[config.mk]
export PLATFORM = sky130hd
export DESIGN_NAME = skew_delay_line_flat
export DESIGN_NICKNAME = d
export VERILOG_FILES = /design/src/rtl/skew_delay_line_pkg.sv /design/src/rtl/skew_delay_line_if.sv /design/src/rtl/skew_delay_line_lane.sv /design/src/rtl/skew_delay_line.sv /design/src/flat_wrapper.sv
export SDC_FILE = /design/constraint.sdc
export NUM_CORES = 2
export LEC_CHECK = 0
export CELL_PAD_IN_SITES_DETAIL_PLACEMENT = 1
export CELL_PAD_IN_SITES_GLOBAL_PLACEMENT = 2
export CORE_MARGIN = 8
export CORE_UTILIZATION = 34
export CTS_CLUSTER_DIAMETER = 150
export DETAILED_ROUTE_END_ITERATION = 10
export GPL_TIMING_DRIVEN = 1
export MAX_ROUTING_LAYER = met4
export PLACE_DENSITY = 0.75
export RECOVER_POWER = 100
export SLEW_MARGIN = 20
export SYNTH_ARGS = -nofsm -noshare
export SYNTH_HDL_FRONTEND = slang
export SYNTH_SLANG_ARGS = --single-unit
[constraint.sdc]
create_clock -name clk -period 98.9 [get_ports clk]
set_input_delay 19.78 -clock clk [delete_from_list [all_inputs] [get_ports clk]]
set_output_delay 19.78 -clock clk [all_outputs]
set_load 0.02 [all_outputs]
[src/rtl/skew_delay_line_pkg.sv]
// Shared definitions for the skew/deskew delay line: mode encodings and
// the per-lane tap depth rule.
package skew_pkg;

  localparam logic SKEW_MODE_SKEW   = 1'b0;
  localparam logic SKEW_MODE_DESKEW = 1'b1;

  // Skew staggers lane i by i cycles; deskew undoes it with LANES-1-i.
  function automatic int lane_depth(input int lane, input logic mode, input int lanes);
    return (mode == SKEW_MODE_DESKEW) ? (lanes - 1 - lane) : lane;
  endfunction

endpackage

[src/rtl/skew_delay_line_if.sv]
// Bundle of the skew delay line's control, input beat and per-lane outputs.
interface skew_delay_line_if #(
  parameter int DATA_W = 8,
  parameter int LANES  = 16
);
  // Valid-only stream: a beat is taken at every rising edge with in_valid=1
  // and en=1; there is no ready, so the consumer must take every out_valid.
  logic                    en;
  logic                    flush;
  logic                    mode;
  logic                    in_valid;
  logic [DATA_W*LANES-1:0] in_data;
  logic [DATA_W*LANES-1:0] out_data;
  logic [LANES-1:0]        out_valid;
  logic                    mode_q;
  logic                    drain_busy;

  modport master (
    output en, flush, mode, in_valid, in_data,
    input  out_data, out_valid, mode_q, drain_busy
  );

  modport slave (
    input  en, flush, mode, in_valid, in_data,
    output out_data, out_valid, mode_q, drain_busy
  );
endinterface

[src/rtl/skew_delay_line_lane.sv]
// One lane: MAX_D-deep data+valid shift chain with a runtime output tap.
// Build option SKEW_ZERO_FILL_EN forces out_data to 0 whenever out_valid=0.
module skew_lane #(
  parameter int DATA_W  = 8,
  parameter int MAX_D   = 15,
  parameter int DEPTH_W = 4
) (
  input  logic               clk,
  input  logic               reset,
  input  logic               en,
  input  logic               flush,
  input  logic               in_valid,
  input  logic [DATA_W-1:0]  in_data,
  input  logic [DEPTH_W-1:0] depth,
  output logic [DATA_W-1:0]  out_data,
  output logic               out_valid,
  output logic               busy
);

  logic [DATA_W-1:0] data_q [MAX_D];
  logic [DATA_W-1:0] data_d [MAX_D];
  logic [MAX_D-1:0]  valid_q;
  logic [MAX_D-1:0]  valid_d;
  logic [DATA_W-1:0] tap_data;
  logic              tap_valid;

  always_comb begin
    data_d  = data_q;
    valid_d = valid_q;
    if (flush) begin
      for (int k = 0; k < MAX_D; k++) data_d[k] = '0;
      valid_d = '0;
    end else if (en) begin
      data_d[0]  = in_data;
      valid_d[0] = in_valid;
      for (int k = 1; k < MAX_D; k++) begin
        data_d[k]  = data_q[k-1];
        valid_d[k] = valid_q[k-1];
      end
    end
  end

  always_ff @(posedge clk or posedge reset) begin
    if (reset) begin
      for (int k = 0; k < MAX_D; k++) data_q[k] <= '0;
      valid_q <= '0;
    end else begin
      data_q  <= data_d;
      valid_q <= valid_d;
    end
  end

  // Depth 0 bypasses the chain; a stalled beat is not taken, so it is not valid.
  always_comb begin
    tap_data  = in_data;
    tap_valid = in_valid & en;
    for (int k = 0; k < MAX_D; k++) begin
      if (depth == DEPTH_W'(k + 1)) begin
        tap_data  = data_q[k];
        tap_valid = valid_q[k];
      end
    end
  end

  assign out_valid = tap_valid;
`ifdef SKEW_ZERO_FILL_EN
  assign out_data  = tap_valid ? tap_data : '0;
`else
  assign out_data  = tap_data;
`endif

  assign busy = (depth != '0) && (|valid_q);

endmodule

[src/rtl/skew_delay_line.sv]
// Per-lane skew/deskew delay line with runtime mode, stall, flush and drain status.
// Build option SKEW_ZERO_FILL_EN zero-fills lanes whose out_valid is low.
module skew_delay_line
  import skew_pkg::*;
#(
  parameter int DATA_W = 8,
  parameter int LANES  = 16
) (
  input logic              clk,
  input logic              reset,
  skew_delay_line_if.slave bus
);

  localparam int MAX_D   = LANES - 1;
  localparam int DEPTH_W = $clog2(LANES);

  logic                    mode_q;
  logic                    mode_d;
  logic                    drain_busy;
  logic [LANES-1:0]        lane_busy;
  logic [LANES-1:0]        out_valid;
  logic [DATA_W*LANES-1:0] out_data;

  for (genvar i = 0; i < LANES; i++) begin : g_lane
    logic [DEPTH_W-1:0] depth;
    assign depth = DEPTH_W'(lane_depth(i, mode_q, LANES));

    skew_lane #(
      .DATA_W  (DATA_W),
      .MAX_D   (MAX_D),
      .DEPTH_W (DEPTH_W)
    ) u_lane (
      .clk       (clk),
      .reset     (reset),
      .en        (bus.en),
      .flush     (bus.flush),
      .in_valid  (bus.in_valid),
      .in_data   (bus.in_data[i*DATA_W +: DATA_W]),
      .depth     (depth),
      .out_data  (out_data[i*DATA_W +: DATA_W]),
      .out_valid (out_valid[i]),
      .busy      (lane_busy[i])
    );
  end

  assign drain_busy = |lane_busy;

  // Mode only changes on an empty array with no beat entering, so no beat
  // ever sees two different depths on its way through.
  always_comb begin
    mode_d = mode_q;
    if (!drain_busy && !(bus.in_valid && bus.en)) mode_d = bus.mode;
  end

  always_ff @(posedge clk or posedge reset) begin
    if (reset) mode_q <= SKEW_MODE_SKEW;
    else       mode_q <= mode_d;
  end

  assign bus.out_data   = out_data;
  assign bus.out_valid  = out_valid;
  assign bus.mode_q     = mode_q;
  assign bus.drain_busy = drain_busy;

endmodule

[src/flat_wrapper.sv]
// flat-port wrapper written by rule: the top's interface ports become plain ports
module skew_delay_line_flat import skew_pkg::*;
#(
  parameter int DATA_W = 8,
  parameter int LANES  = 16
)
  (clk, reset, bus_en, bus_flush, bus_mode, bus_in_valid, bus_in_data, bus_out_data, bus_out_valid, bus_mode_q, bus_drain_busy);
  skew_delay_line_if #(.DATA_W(DATA_W), .LANES(LANES)) bus_i ();
  input logic clk;
  input logic reset;
  input wire logic [$bits(bus_i.en)-1:0] bus_en;
  input wire logic [$bits(bus_i.flush)-1:0] bus_flush;
  input wire logic [$bits(bus_i.mode)-1:0] bus_mode;
  input wire logic [$bits(bus_i.in_valid)-1:0] bus_in_valid;
  input wire logic [$bits(bus_i.in_data)-1:0] bus_in_data;
  output wire logic [$bits(bus_i.out_data)-1:0] bus_out_data;
  output wire logic [$bits(bus_i.out_valid)-1:0] bus_out_valid;
  output wire logic [$bits(bus_i.mode_q)-1:0] bus_mode_q;
  output wire logic [$bits(bus_i.drain_busy)-1:0] bus_drain_busy;
  assign bus_i.en = bus_en;
  assign bus_i.flush = bus_flush;
  assign bus_i.mode = bus_mode;
  assign bus_i.in_valid = bus_in_valid;
  assign bus_i.in_data = bus_in_data;
  assign bus_out_data = bus_i.out_data;
  assign bus_out_valid = bus_i.out_valid;
  assign bus_mode_q = bus_i.mode_q;
  assign bus_drain_busy = bus_i.drain_busy;
  skew_delay_line #(.DATA_W(DATA_W), .LANES(LANES)) u_core (.clk(clk), .reset(reset), .bus(bus_i));
endmodule
==> results by group <==
Routing
  • Vias per inst: 4.673
  • Post-route ant nets: 0
  • Iteration-0 DRC Markers: 2205
  • Number of detailed-route iterations in the first pass: 4
  • Via count: 35640
  • Routed WL per cell: 16.36 um
  • DRT Wirelength: 124800 um
  • DRC errors left: 0

Synth
  • Share of the synthesized area in the top cell type: 60.11%
  • Yosys warns: 0
  • Syn_area_per_cell: 12.44 sq um
  • Cells after Synth: 4981
  • Distinct cell type count after synthesis: 20
  • Synth Register Bits: 1488
  • Synth area leader: dfrtp_1
  • Area of the mapped netlist: 61940 sq um
  • Area contributors post-synth: dfrtp_1 60%, mux2i_1 24%, nor2_1 9.0%, mux2_2 2.6%, buf_6 2.1%
  • Post-synthesis sequential area ratio: 60.11%
  • Syn_nets: 5115

Setup path
  • CP startpoint kind: input port
  • Top Family by Delay on Critical Path: buffers and inverters
  • Max incr delay on CP: 6.72 ns
  • Slowest CP cell: clkbuf_1
  • Crit path cell chain: clkbuf_1 > clkbuf_1 > clkbuf_1 > clkbuf_1 > clkbuf_1 > clkbuf_1 > clkbuf_1 > clkbuf_1 > mux2i_1 > nor2_1
  • Worst EP arrival: 50.42 ns
  • CP most frequent cell: clkbuf_1
  • Setup CP Type: input port to flip-flop
  • Crit path buf inv count: 8
  • Critical Path Fanout Max: 139
  • Crit path capture type: flip-flop
  • CP required: 99.54 ns

CTS
  • Cts hold-fix bufs: 0
  • CTS H-tree lvls: 4
  • Clk buf depth: 3
  • Root Driver: clkbuf_16
  • CTS sink cnt: 1488
  • Post-CTS Resized: 0
  • Clk_lat worst skew: 0.82 ns
  • Clock-pin slew on the worst setup and hold paths: 0.06 ns
  • TritonCTS clock tree: done
  • Total CTS buffers: 167
  • Postcts setup bufs: 0

Die
  • Die width: 442.8 um
  • # IOs: 280
  • Die area: 196100 sq um
  • Starting Density: 34.24%
  • Core area: 180900 sq um
  • Cell Rows: 156
  • Die H: 442.8 um

STA
  • Final Skew: 0.02340 ns
  • FMAX: 20.09 MHz
  • Final setup viols: 0
  • Final Hold Violating Endpoints: 0
  • Crit path time final: 49.78 ns
  • RSZ-0062 raised after global routing: false
  • Worst Max-Slew Pin Slew: 9.590 ns
  • Max Slew Vio Count: 3198
  • Sum Neg Setup Slack: 0 ns
  • Slew margin rel.: -539.3%
  • Fin crit share: 50.34%

Global routing
  • Pin count of the biggest net entering global routing: 220
  • First-pass GRT wire length: 211100 um
  • Total gr overflow: 0
  • Gr usage total: 13.09%
  • Number of global-route vias before repair: 38570
  • Initial antenna violation count: 3

Placement
  • Placer congestion estimate: 0.7156
  • Buffers on Ports: 279
  • Post-DP HPWL: 72510 um
  • DP Cell Count: 7321

Layout
  • Final Non-Filler Cells: 7626
  • Syn-to-layout area delta: 14.58%
  • Post-layout util: 39.23%
  • Seq. cell area: 37240 sq um
  • Multi-input logic area: 22130 sq um
  • Share of layout cells above drive strength 1: 6.893%
  • Final-layout fill cell count: 19140
  • NumNets Final: 5255

Outcome
  • Outcome: finished, violations left
  • Failing checks: capacitance limit, slew limit

Power and ir drop
  • Leakage power: 36.52 nW
  • Total power: 0.001332 W
  • Power per cell area: 18.77 nW/um^2
  • Maximum VDD drop: 12.51 uV

Min path
  • Hold/Removal Path Class: flip-flop to flip-flop

Job
  • Max-Cap Viols: 44
-- power breakdown --
| group | switching [W] | total [W] | internal [W] |
|---|---|---|---|
| registers | 0.00000463 | 0.000620 | 0.000615 |
| logic | 0.0000492 | 0.0000905 | 0.0000413 |
| clock network | 0.000253 | 0.000622 | 0.000369 |
| total | 0.000306 | 0.00133 | 0.00103 |
-- flip-flops by register name, indices dropped and copies added (netlist names) --
signal	flops
u_core.bus.mode_q	1
u_core.g_lane.u_lane.data_q	1472
u_core.g_lane.u_lane.valid_q	15
-- synthesized netlist by cell type --
cell / number
dfrtp_1: 1488
mux2i_1: 1486
nor2_1: 1486
clkbuf_1: 151
mux2_2: 143
buf_6: 114
buf_4: 54
buf_2: 25
buf_1: 9
buf_8: 9
nor4_1: 3
a21oi_1: 2
inv_1: 2
nand2_1: 2
o21ai_0: 2
buf_12: 1
nand2b_1: 1
nand3_1: 1
nand4_1: 1
nor3_1: 1
-- cell type report --
class	count	share of cell area (%)
clock inverter	38	0.7210
inverter	2	0.01234
clock buffer	262	7.099
sequential	1488	52.46
timing repair buffer	334	4.328
antenna	4	0.01410
multi-input combinational	3128	31.18
tap	2370	4.178
-- metrics by stage --
stage / cell area (sq um) / setup WS, ns / hold slack (ns)
floorplan: 61940 / 37.15 / 0.4804
global placement: 65670 / 57.72 / 0.4948
detailed placement: 65670 / 57.72 / 0.5078
CTS: 71220 / 57.71 / 0.5181
global route: 70970 / 46.55 / 0.5391
finish: 70970 / 49.12 / 0.5114
-- path summary, 6_finish.rpt --
path	to	start	slack [ns]	cells after the start
setup / recovery	u_core.g_lane[7].u_lane.data_q[114]$_DFFE_PP0P_	bus_en	49.12	10
hold / removal	u_core.g_lane[1].u_lane.data_q[47]$_DFFE_PP0P_	u_core.g_lane[1].u_lane.data_q[55]$_DFFE_PP0P_	0.51	2
setup reg to reg	u_core.bus.mode_q$_DFFE_PP0P_	u_core.bus.mode_q$_DFFE_PP0P_	95.67	2
hold reg to reg	u_core.g_lane[1].u_lane.data_q[47]$_DFFE_PP0P_	u_core.g_lane[1].u_lane.data_q[55]$_DFFE_PP0P_	0.51	2
max in group asynchronous	u_core.g_lane[1].u_lane.data_q[59]$_DFFE_PP0P_	reset	58.43	7
min in group asynchronous	u_core.g_lane[5].u_lane.data_q[51]$_DFFE_PP0P_	reset	20.95	2
-- cells by family (layout without fill, tap and decap cells) --
kind of cell           after synthesis  count (layout)  share of synthesized area [%]
AND/OR/NAND/NOR                   1495            1495                          9.083
other                                0               4                              0
AO/OA/AOI/OAI                        4               4                        0.03232
buffers and inverters              365             636                          4.161
multiplexers                      1629            1629                          26.61
flip-flops                        1488            1488                          60.11
-- layer usage --
| layer | wire length [um] | GRT usage, % | vias to the layer above |
|---|---|---|---|
| met4 | 4197 | 4.573 | 0 |
| met2 | 57570 | 20.00 | 360 |
| met3 | 4160 | 2.729 | 202 |
| met5 | 0 | - | - |
| li1 | - | - | 16880 |
| met1 | 58840 | 17.36 | 18200 |
-- layout by cell type, fill, tap and decap left out --
| cell | count |
|---|---|
| nand4_1 | 1 |
| buf_8 | 1 |
| clkinv_2 | 13 |
| dfrtp_1 | 1488 |
| clkdlybuf4s50_1 | 183 |
| inv_6 | 6 |
| nand2b_1 | 1 |
| nor4_1 | 3 |
| nand2_1 | 2 |
| diode_2 | 4 |
| inv_16 | 6 |
| buf_4 | 11 |
| dlygate4sd3_1 | 94 |
| bufinv_16 | 7 |
| clkinvlp_2 | 1 |
| nor3_1 | 1 |
| mux2_1 | 49 |
| inv_1 | 1 |
| clkbuf_1 | 90 |
| clkinvlp_4 | 3 |
| nand3_1 | 1 |
| mux2_2 | 94 |
| nor2_1 | 1486 |
| a21oi_1 | 2 |
| mux2i_1 | 1486 |
| o21ai_0 | 2 |
| clkbuf_16 | 169 |
| buf_12 | 2 |
| clkbuf_8 | 46 |
| clkinv_8 | 2 |
| clkinv_4 | 1 |
-- worst reg2reg max path: cells and delay by family, from the launching register on --
kind                   cells  cell delay (ns)
buffers and inverters      1             1.90
flip-flops                 1             0.84
multiplexers               1             0.42
(Power assumes the default switching activity.)
